`src/rtl/serial_addsub4.sv`:
```
// rtl/serial_addsub4.sv - bit-serial two's-complement add/sub/abs/negate unit
//
// Purpose: accepts an operand pair over a valid/ready handshake, computes the
// result LSB-first through one full-adder slice and a carry flop (one bit per
// clock), then presents result, carry-out and signed overflow over a
// valid/ready handshake.
//
// Ports:
//   clk       rising-edge clock
//   rst_n     asynchronous active-low reset
//   in_valid  operand pair valid
//   in_ready  unit can accept operands (high only when idle)
//   a, b      signed operands; b is ignored for abs/negate
//   op        00 A+B, 01 A-B, 10 |A|, 11 -A
//   out_valid result valid (high while done)
//   out_ready downstream accepts result
//   r         result
//   cout      carry out of the MSB
//   ovf       signed overflow
`timescale 1ns/1ps

module serial_addsub4 #(
    parameter int WIDTH = 4
) (
    input  logic             clk,
    input  logic             rst_n,
    input  logic             in_valid,
    output logic             in_ready,
    input  logic [WIDTH-1:0] a,
    input  logic [WIDTH-1:0] b,
    input  logic [1:0]       op,
    output logic             out_valid,
    input  logic             out_ready,
    output logic [WIDTH-1:0] r,
    output logic             cout,
    output logic             ovf
);

    localparam int CW = (WIDTH > 2) ? $clog2(WIDTH) : 1;
    localparam logic [CW-1:0] LAST = CW'(WIDTH - 1);

    typedef enum logic [1:0] {
        S_IDLE,
        S_CALC,
        S_DONE
    } state_t;

    state_t          state_q, state_d;
    logic [WIDTH-1:0] x_q, x_d;
    logic [WIDTH-1:0] y_q, y_d;
    logic [WIDTH-1:0] r_q, r_d;
    logic            c_q, c_d;
    logic [CW-1:0]   cnt_q, cnt_d;
    logic            cout_q, cout_d;
    logic            ovf_q, ovf_d;

    logic            sum_bit;
    logic            carry_next;

    // Single full-adder slice operating on the current LSBs.
    assign sum_bit    = x_q[0] ^ y_q[0] ^ c_q;
    assign carry_next = (x_q[0] & y_q[0]) | ((x_q[0] ^ y_q[0]) & c_q);

    always_comb begin
        state_d = state_q;
        x_d     = x_q;
        y_d     = y_q;
        r_d     = r_q;
        c_d     = c_q;
        cnt_d   = cnt_q;
        cout_d  = cout_q;
        ovf_d   = ovf_q;

        case (state_q)
            S_IDLE: begin
                if (in_valid) begin
                    state_d = S_CALC;
                    cnt_d   = '0;
                    // Subtraction and negation are X + ~Y + 1; abs only
                    // negates when A is negative, otherwise passes A through.
                    case (op)
                        2'b00: begin
                            x_d = a;
                            y_d = b;
                            c_d = 1'b0;
                        end
                        2'b01: begin
                            x_d = a;
                            y_d = ~b;
                            c_d = 1'b1;
                        end
                        2'b10: begin
                            if (a[WIDTH-1]) begin
                                x_d = '0;
                                y_d = ~a;
                                c_d = 1'b1;
                            end else begin
                                x_d = a;
                                y_d = '0;
                                c_d = 1'b0;
                            end
                        end
                        2'b11: begin
                            x_d = '0;
                            y_d = ~a;
                            c_d = 1'b1;
                        end
                    endcase
                end
            end

            S_CALC: begin
                x_d   = x_q >> 1;
                y_d   = y_q >> 1;
                r_d   = {sum_bit, r_q[WIDTH-1:1]};
                c_d   = carry_next;
                cnt_d = cnt_q + 1'b1;
                if (cnt_q == LAST) begin
                    // c_q here is the carry into the MSB.
                    ovf_d   = c_q ^ carry_next;
                    cout_d  = carry_next;
                    cnt_d   = '0;
                    state_d = S_DONE;
                end
            end

            S_DONE: begin
                if (out_ready) begin
                    state_d = S_IDLE;
                end
            end

            default: begin
                state_d = S_IDLE;
            end
        endcase
    end

    always_ff @(posedge clk or negedge rst_n) begin
        if (!rst_n) begin
            state_q <= S_IDLE;
            x_q     <= '0;
            y_q     <= '0;
            r_q     <= '0;
            c_q     <= 1'b0;
            cnt_q   <= '0;
            cout_q  <= 1'b0;
            ovf_q   <= 1'b0;
        end else begin
            state_q <= state_d;
            x_q     <= x_d;
            y_q     <= y_d;
            r_q     <= r_d;
            c_q     <= c_d;
            cnt_q   <= cnt_d;
            cout_q  <= cout_d;
            ovf_q   <= ovf_d;
        end
    end

    assign in_ready  = (state_q == S_IDLE);
    assign out_valid = (state_q == S_DONE);
    assign r         = r_q;
    assign cout      = cout_q;
    assign ovf       = ovf_q;

endmodule

```
`config.mk`:
```
export PLATFORM = sky130hd
export DESIGN_NAME = serial_addsub4
export DESIGN_NICKNAME = d
export VERILOG_FILES = /design/src/rtl/serial_addsub4.sv
export SDC_FILE = /design/constraint.sdc
export NUM_CORES = 1
export LEC_CHECK = 0
export BUFFER_PORTS_ARGS = -buffer_cell sky130_fd_sc_hd__buf_2
export CAP_MARGIN = 10
export CORE_MARGIN = 3
export CORE_UTILIZATION = 54
export DETAILED_ROUTE_END_ITERATION = 8
export MAX_ROUTING_LAYER = met4
export PLACE_DENSITY_LB_ADDON = 0.08
export SETUP_SLACK_MARGIN = 0.1
export SYNTH_ARGS = -nofsm -noshare
export SYNTH_HDL_FRONTEND = slang
export SYNTH_SLANG_ARGS = --single-unit
```
`constraint.sdc`:
```
create_clock -name clk -period 3.9 [get_ports clk]
set_input_delay 0.78 -clock clk [delete_from_list [all_inputs] [get_ports clk]]
set_output_delay 0.78 -clock clk [all_outputs]
set_load 0.05 [all_outputs]
```
# After elaboration in Yosys (flattened, before gate mapping)
# Index checks and enable logic that the tools add are counted.
# classes
n_reduce_logical	8
muxes	19
addsub	1
n_bitwise	8
n_eq_ne	9
# ops
operator	n
$pmux 4 s2	2
$pmux 4 s4	1
$mux 4	3
$pmux 4 s3	1
$mux 2	5
$eq 2x2->1 const B	4
$not 4->4	2
$pmux 2 s3	1
$eq 2x1->1 const B	2
$logic_not 2->1	2
$ne 2x2->1 const B	2
$pmux 2 s2	1
$reduce_and 2->1	2
$reduce_or 2->1	2
$mux 3	1
$pmux 1 s3	1
$reduce_and 3->1	1
$xor 1x1->1	3
$add 2x1->2 const B	1
$and 1x1->1	2
$mux 1	2
$ne 2x1->1 const B	1
$pmux 1 s2	1
$reduce_bool 2->1	1
$or 1x1->1	1
# totals
register_bits	19
word_cells	53
in_bits	14

# Depth between registers and ports, before layout
# Gate-level depths: netlist of the first run.
# logic_depth
depth_word	5
mapped_depth	4
depth_no_buf	4

# Least setup slack after synthesis of the first run
# No wires, ideal clock.
# synth_path
path_kind	register -> output
startpoint	register state_q[0]
endpoint	output port in_ready
path_stages_with_launch	2
path_buffers	0
setup_slack_ps	2022
t_arrival_ps	1098
path_cell_list	dfrtp_1 -> nor2_1
# synth_between
elab_chain_cells	1
# synth_rtl
item	line_no	text
start: declaration	48	state_t state_q, state_d;
start signal: assignment	150	state_q <= state_d;
$logic_not 2->1	161	assign in_ready = (state_q == S_IDLE);
end: declaration	28	output logic in_ready,
# No other way between the ends.

# Worst setup path after layout of the first run
# layout_path
startpoint	register state_q[0]
endpoint	output port out_valid
# layout_between
elab_chain_cells	1
# layout_rtl
item	line_no	text
$eq 2x2->1	162	assign out_valid = (state_q == S_DONE);
end: declaration	32	output logic out_valid,
# No other way between the ends.

==> impl_metrics.toml, run 1 <==
[layout]
final_common_cell = "buf_2"
layout_common_cells = "21 x buf_2, 19 x dfrtp_1, 17 x nand2_1, 10 x o21ai_0, 6 x a21oi_1"
antenna_cells = 0
fill_cells = 138
area_growth_pct = 15.0
nNetsFinal = 129
fin_area_um2 = 1040
layout-drive-gt1-share_pct = 25.9

[routing]
wl_per_cell_um = 13.9
routed_via_density = 5.60
wl_um = 1780
drc = 0
vias = 717
antenna_left = 0
drtPass1Iterations = 3
drtIter0Drc = 7

[worst_setup_path]
cp_top_family = "flip-flops"
critPathLaunchType = "register"
cp.required_ps = 3120
reg2reg_from = "state_q[0]$_DFFE_PN0P_"
end_kind = "primary output"
r2r_end = "y_q[1]$_DFFE_PN0P_"
cp_max_fo = 8
cpMaxStageDelayCell = "dfrtp_1"
criticalPathCategory = "register to primary output"
crit_start = "state_q[0]$_DFFE_PN0P_"
crit_chain = "nand2b_1 -> inv_1 -> buf_2"
critical_path.max_stage_delay_ps = 480
rr_worst_depth = 3
arrival_ps = 1270
r2r_slack_ps = 2390
critPathBufInv = 2

[placed_design]
numPortBuffers = 21
dpl.hpwl_um = 1370
place_congestion = 0.814
postPlaceCellArea_um2 = 1020

[pwr]
switching_share_pct = 46.5
power.leakage_nw = 0.527
pwr-share-clk_pct = 11.6
comb_power_share_pct = 48.5
powerDensity_nw_per_um2 = 822
seqPwrFrac_pct = 39.8
ir_drop_mv = 0.646
p_int_uw = 459
switching_power_uw = 400

[grt]
busiest_layer = "met2"
grt_pass1_vias = 642
use_met2_pct = 29.5
grt_first_pass_wirelength_um = 2990
met1_usage_pct = 27.1
use_met3_pct = 3.45
antenna_found_initial = 0
grt_use_total_pct = 20.5
grt_overflow_total = 0
grt_max_degree = 20

[synth]
ys_seq_area_share_pct = 52.3
ys.flop_type = "dfrtp_1"
async_flop_share_pct = 100
yosys_register_bits = 19
synth_edf_count = 0
synth.distinct_cells = 28
syn_inst = 90
ys.warnings.count = 0
synthesis.nets = 106
syn_area_um2 = 908
synth.avg_cell_area_um2 = 10.1

[floorplan]
initial_utilization_pct = 58.9
coreArea_um2 = 1540
num_rows = 14
die_h_um = 47.0
die_w_um = 47.0
dieArea_um2 = 2210
io_pins = 22

[cts]
h-tree-depth = 1
cts_buffer_depth = 2
post_cts_buffers = 0
cts.sinks = 19
clk_pin_slew_ps = 100
post_cts_resized = 0
cts-root-buf = "clkbuf_4"
clock_latency_ps = 300
cts_tree = "yes"
cts_buffers = 3
holdBufCountCts = 0

[timing]
slew_headroom_pct = 49.6
rsz0062_at_grt = "false"
fmax_ghz = 0.488
tns_ps = 0
fin_crit_ps = 2050
slew_viol_final = 0
fin_crit_sh_pct = 52.5
finalSetupViolCount = 0
hold_viol_final = 0
finClkSkew_ps = 1.92
tightest_slew_ps = 755

[min_path]
hold_path_class = "primary input to async pin"

[flow_run]
max_cap_viol_count = 0

[run_status]
status = "finished, final reports clean"
==> worst register-to-register path, cell delays in order, from the launching register on <==
cell,delay [ps]
dfrtp_1,480
o21bai_1,650
a22oi_1,190
o21ai_0,120
==> final cells by class <==
cell class | count | area, um^2 | share of cell area, %
Inverter | 5 | 18.8 | 1.80
Clock buffer | 4 | 26.3 | 2.51
Multi-Input combinational cell | 63 | 399 | 38.2
Sequential cell | 19 | 475 | 45.5
Timing Repair Buffer | 21 | 105 | 10.1
Tap cell | 16 | 20.0 | 1.92
==> metrics by stage <==
| step | power (mW) | cells | utilization [%] | hold slack, ps | worst slack, ps |
|---|---|---|---|---|---|
| 6_report | 0.859 | 128 | 67.8 | 395 | 1850 |
| 3_3_place_gp | 0.747 | 124 | 66.1 | 454 | 2050 |
| 5_1_grt | 0.930 | 128 | 67.8 | 413 | 1770 |
| 3_5_place_dp | 0.768 | 124 | 66.1 | 459 | 1980 |
| 4_1_cts | 0.869 | 128 | 67.8 | 403 | 1840 |
| 2_1_floorplan | 0.665 | 90 | - | 451 | 2020 |
==> state kept, by name (all words and copies together) (netlist names) <==
signal / cells
c_q: 1
cnt_q: 2
cout: 1
ovf: 1
r: 4
state_q: 2
x_q: 4
y_q: 4
==> metal layers <==
layer	vias up	part of all wire [%]
met5	-	0
met4	0	2.7
met3	5	3.4
met2	16	47
met1	335	47
li1	361	-
==> cell usage after synthesis, types with 2 or more instances <==
cell	number	area, um^2
dfrtp_1	19	475
a22oi_1	3	22.5
nand2b_1	2	12.5
o21ai_0	10	50.1
buf_2	2	10.0
nor2b_1	2	12.5
a21oi_1	6	30.0
xnor2_1	2	17.5
nand2_1	17	63.8
a221o_1	3	30.0
nor3_1	3	15.0
inv_1	5	18.8
==> how the worst max path moves through the flow <==
stage	to	cells after the start	slack (ps)
2_1_floorplan	in_ready	1	2020
3_3_place_gp	y_q[0]$_DFFE_PN0P_	4	2050
3_5_place_dp	y_q[1]$_DFFE_PN0P_	4	1980
4_1_cts	out_valid	3	1840
5_1_grt	out_valid	3	1770
6_report	out_valid	3	1850
==> power by group through the flow <==
stage / combinational (mW) / clock (mW) / sequential (mW)
3_3_place_gp: 0.405 / 0 / 0.342
4_1_cts: 0.423 / 0.103 / 0.343
3_5_place_dp: 0.422 / 0 / 0.347
6_report: 0.417 / 0.0999 / 0.342
2_1_floorplan: 0.239 / 0 / 0.426
5_1_grt: 0.464 / 0.112 / 0.354
==> cell families after synthesis <==
| family | after synthesis | share of synthesized area (%) |
|---|---|---|
| simple gates | 30 | 16.8 |
| mux | 1 | 1.24 |
| xor+xnor | 2 | 1.93 |
| buf+inv | 8 | 3.72 |
| compound gates | 28 | 20.4 |
| fa+ha+maj | 2 | 3.58 |
| flops | 19 | 52.3 |
No activity file was read; power rests on OpenSTA's default activity.
==> inputs of run 2 (changes only) <==
--- a/config.mk
+++ b/config.mk
@@ -8,7 +8,7 @@
 export BUFFER_PORTS_ARGS = -buffer_cell sky130_fd_sc_hd__buf_2
 export CAP_MARGIN = 10
 export CORE_MARGIN = 3
-export CORE_UTILIZATION = 54
+export CORE_UTILIZATION = 51
 export DETAILED_ROUTE_END_ITERATION = 8
 export MAX_ROUTING_LAYER = met4
 export PLACE_DENSITY_LB_ADDON = 0.08
==> constraint.sdc (replaced) <==
create_clock -name clk -period 2 [get_ports clk]
set_input_delay 0.4 -clock clk [delete_from_list [all_inputs] [get_ports clk]]
set_output_delay 0.4 -clock clk [all_outputs]
set_load 0.05 [all_outputs]
==> impl_metrics.toml, run 2 (synthesized netlist as in run 1, its figures left out) <==
[run_status]
status = "finished, final reports clean"

[grt]
grt_max_degree = 20
grt_overflow_total = 0
grt_pass1_vias = 649
grt_use_total_pct = 18.7
grt_first_pass_wirelength_um = 2840
antenna_found_initial = 0

[floorplan]
num_rows = 14
die_w_um = 48.2
die_h_um = 48.2
initial_utilization_pct = 57.0
dieArea_um2 = 2320
io_pins = 22
coreArea_um2 = 1590

[layout]
final_common_cell = "buf_2"
finalNonFillerCells = 138
antenna_cells = 0
layout-drive-gt1-share_pct = 28.1
nNetsFinal = 131
layout_common_cells = "21 x buf_2, 19 x dfrtp_1, 17 x nand2_1, 10 x o21ai_0, 6 x a21oi_1"
area_growth_pct = 17.9

[timing]
slew_viol_final = 0
fmax_ghz = 0.609
rsz0062_at_grt = "false"
tns_ps = 0
fin_crit_ps = 1640
slew_headroom_pct = 73.0
finClkSkew_ps = 10.3
tightest_slew_ps = 406
hold_viol_final = 0
finalSetupViolCount = 0
fin_crit_sh_pct = 82.1

[placed_design]
place_congestion = 0.771
dpl.hpwl_um = 1370
numPortBuffers = 21
place_inst = 134

[worst_setup_path]
cp_top_family = "flip-flops"
cp.required_ps = 1600
arrival_ps = 1240
critical_path.max_stage_delay_ps = 460
cp_max_fo = 8
critPathLaunchType = "register"
crit_chain = "nand2b_1 -> inv_1 -> buf_2"
criticalPathCategory = "register to primary output"
cpMaxStageDelayCell = "dfrtp_1"
critPathBufInv = 2
end_kind = "primary output"

[routing]
antenna_left = 0
vias = 728
drc = 0
routed_via_density = 5.28
drtIter0Drc = 10
wl_per_cell_um = 12.9
drtPass1Iterations = 4
wl_um = 1790

[pwr]
powerDensity_nw_per_um2 = 1590
power.leakage_nw = 0.540
ir_drop_mv = 1.46

[cts]
clock_latency_ps = 300
cts_buffers = 3
cts.sinks = 19
cts_tree = "yes"
post_cts_resized = 0
clk_pin_slew_ps = 110
cts-root-buf = "clkbuf_4"
cts_buffer_depth = 2
h-tree-depth = 1
holdBufCountCts = 0
post_cts_buffers = 0

[min_path]
hold_path_class = "primary input to async pin"

[flow_run]
max_cap_viol_count = 0
run 2: cell count changes in the layout (fill, tap and decap cells not counted):
cell / delta
clkinv_2: +1
clkbuf_1: -1
buf_4: +2
run 2: worst paths after layout:
| kind | slack (ps) | endpoint | depth (start not counted) | start |
|---|---|---|---|---|
| worst min-delay path | 9 | y_q[3]$_DFFE_PN0P_ | 1 | rst_n |
| worst min register to register | 480 | r[0]$_DFFE_PN0P_ | 2 | r[0]$_DFFE_PN0P_ |
| worst max-delay path | 360 | out_valid | 3 | state_q[0]$_DFFE_PN0P_ |
| min in group clk | 300 | state_q[1]$_DFFE_PN0P_ | 2 | out_ready |
| worst max register to register | 670 | c_q$_DFFE_PN0P_ | 2 | x_q[0]$_DFFE_PN0P_ |
| max in group asynchronous | 1700 | state_q[0]$_DFFE_PN0P_ | 1 | rst_n |
run 2: where the power goes:
part / total (mW) / internal, mW / switching (mW)
sequential: 0.666 / 0.542 / 0.125
clock: 0.194 / 0.0746 / 0.119
combinational: 0.846 / 0.302 / 0.544
total: 1.71 / 0.918 / 0.788
run 2: cell type report:
cell class | instances | area (um^2)
inverter | 5 | 18.8
clock buffer | 3 | 22.5
sequential | 19 | 475
fill | 136 | 523
multi-input combinational | 63 | 399
timing repair buffer | 23 | 120
tap | 24 | 30.0
clock inverter | 1 | 5.00
run 2: metal layers:
metal,up-vias,global-route usage [%],wire length (um)
li1,363,-,-
met1,338,25.5,875
met2,22,27.6,792
met3,5,3.32,89
met4,0,6.45,30
met5,-,-,0
run 2: per-stage QoR:
| stage | hold WS, ps | utilization (%) | area (um^2) | setup slack (ps) | total power, mW |
|---|---|---|---|---|---|
| finish | 8.65 | 67.2 | 1070 | 358 | 1.71 |
| global route | 28.3 | 67.2 | 1070 | 282 | 1.84 |
| CTS | 25.8 | 67.2 | 1070 | 345 | 1.72 |
| detailed placement | 363 | 65.5 | 1040 | 684 | 1.53 |
| global placement | 358 | 65.5 | 1040 | 692 | 1.50 |
| floorplan | 104 | - | 908 | 502 | 1.30 |
==> inputs of run 3 (changes only) <==
--- a/config.mk
+++ b/config.mk
@@ -8,7 +8,7 @@
 export BUFFER_PORTS_ARGS = -buffer_cell sky130_fd_sc_hd__buf_2
 export CAP_MARGIN = 10
 export CORE_MARGIN = 3
-export CORE_UTILIZATION = 51
+export CORE_UTILIZATION = 46
 export DETAILED_ROUTE_END_ITERATION = 8
 export MAX_ROUTING_LAYER = met4
 export PLACE_DENSITY_LB_ADDON = 0.08
==> constraint.sdc (replaced) <==
create_clock -name clk -period 1.35 [get_ports clk]
set_input_delay 0.27 -clock clk [delete_from_list [all_inputs] [get_ports clk]]
set_output_delay 0.27 -clock clk [all_outputs]
set_load 0.05 [all_outputs]
==> impl_metrics.toml, run 3 (synthesized netlist as in run 1, its figures left out) <==
[cts]
cts-root-buf = "clkbuf_4"
cts_buffers = 3
cts_buffer_depth = 2
h-tree-depth = 1
clock_latency_ps = 300
cts_tree = "yes"
clk_pin_slew_ps = 110
cts.sinks = 19

[worst_setup_path]
end_kind = "primary output"
critPathLaunchType = "register"
cp.required_ps = 1080
arrival_ps = 1180
criticalPathCategory = "register to primary output"
cp_max_fo = 5

[pwr]
ir_drop_mv = 1.32
powerDensity_nw_per_um2 = 2380
power.leakage_nw = 0.598
total_power_mw = 2.96

[grt]
grt_pass1_vias = 704
grt_use_total_pct = 17.8
grt_first_pass_wirelength_um = 3220
grt_overflow_total = 0
antenna_found_initial = 0
grt_max_degree = 20

[layout]
layout-drive-gt1-share_pct = 43.3
finalNonFillerCells = 145
fin_area_um2 = 1240
area_growth_pct = 36.8
antenna_cells = 0
fill_cells = 141
nNetsFinal = 137
layout_common_cells = "18 x dfrtp_1, 17 x nand2_1, 15 x buf_2, 7 x o21ai_1, 7 x clkbuf_4"
final_common_cell = "dfrtp_1"

[floorplan]
num_rows = 15
dieArea_um2 = 2540
coreArea_um2 = 1800
io_pins = 22
initial_utilization_pct = 50.4
die_h_um = 50.4
die_w_um = 50.4

[placed_design]
numPortBuffers = 21
place_inst = 136
place_congestion = 0.755
postPlaceCellArea_um2 = 1050
dpl.hpwl_um = 1400
dpl_worst_slack_ps = -118

[timing]
slew_headroom_pct = 70.9
whs_ps = 138
fin_crit_sh_pct = 108
finClkSkew_ps = 6.31
tightest_slew_ps = 434
worst_slack_ps = -104
rsz0062_at_grt = "true"
slew_viol_final = 0
hold_viol_final = 0
fmax_ghz = 0.688
finalSetupViolCount = 5
fin_crit_ps = 1450

[routing]
maxUsedRoutingLayer = "met4"
vias = 764
wl_um = 2070
drtIter0Drc = 14
drtPass1Iterations = 4
antenna_left = 0
wl_per_cell_um = 14.3
drc = 0
wl_met2_um = 1060
wl_met3_um = 89
wl_met1_um = 888
routed_via_density = 5.27

[run_status]
status = "finished, violations left"
violations = "negative setup slack"

[min_path]
hold_path_class = "primary input to register"

[flow_run]
max_cap_viol_count = 0
run 3: cell count changes in the layout (fill, tap and decap cells not counted), sizes merged:
cell	previous run	this run
buf	23	24
clkbuf	3	7
dlygate4sd3	0	1
run 3: final cells by class:
type | count | area [um^2] | area share (%)
Timing Repair Buffer | 29 | 205 | 16.5
Clock buffer | 3 | 22.5 | 1.81
Multi-Input combinational cell | 63 | 483 | 38.9
Sequential cell | 19 | 477 | 38.4
Inverter | 5 | 18.8 | 1.51
Tap cell | 25 | 31.3 | 2.52
Clock inverter | 1 | 5.00 | 0.403
run 3: what timing repair did:
| item | 4_1_cts | 5_1_grt |
|---|---|---|
| hold buffers | 1 | 0 |
| endpoints found under the hold margin | 19 | 0 |
| gates resized for setup | 19 | 19 |
| endpoints found under the setup margin | 19 | 24 |
| buffers inserted | 3 | 1 |
| pin swaps | 3 | 7 |
run 3: per-stage QoR:
stage	setup TNS [ps]	utilization (%)
6_report	-402	69.0
5_1_grt	-712	69.0
4_1_cts	-467	65.8
3_5_place_dp	-554	58.5
3_3_place_gp	-363	58.5
2_1_floorplan	0	-
run 3: worst max-delay path, cell delays in order (launching register included):
cell      delay [ps]
dfrtp_1          410
buf_6            130
nand2b_4         140
inv_2             60
buf_8            140
run 3: power breakdown:
| group | internal [mW] | switching (mW) |
|---|---|---|
| Clock | 0.110 | 0.192 |
| Sequential | 0.803 | 0.190 |
| Combinational | 0.722 | 0.937 |
run 3: path summary, 6_finish.rpt:
check | startpoint | to | slack, ps | depth (start not counted)
max | state_q[0]$_DFFE_PN0P_ | out_valid | -100 | 4
min in group asynchronous | rst_n | r[3]$_DFFE_PN0P_ | 410 | 2
max in group asynchronous | rst_n | state_q[1]$_DFFE_PN0P_ | 610 | 2
min | out_ready | state_q[1]$_DFFE_PN0P_ | 140 | 2
min reg2reg | r[0]$_DFFE_PN0P_ | r[0]$_DFFE_PN0P_ | 490 | 2
max reg2reg | state_q[0]$_DFFE_PN0P_ | x_q[2]$_DFFE_PN0P_ | -80 | 5
run 3: routing by layer:
layer	GRT usage, %	up-vias
met5	-	-
met4	6.73	0
met3	3.86	4
met2	29.8	20
met1	20.9	362
li1	-	378
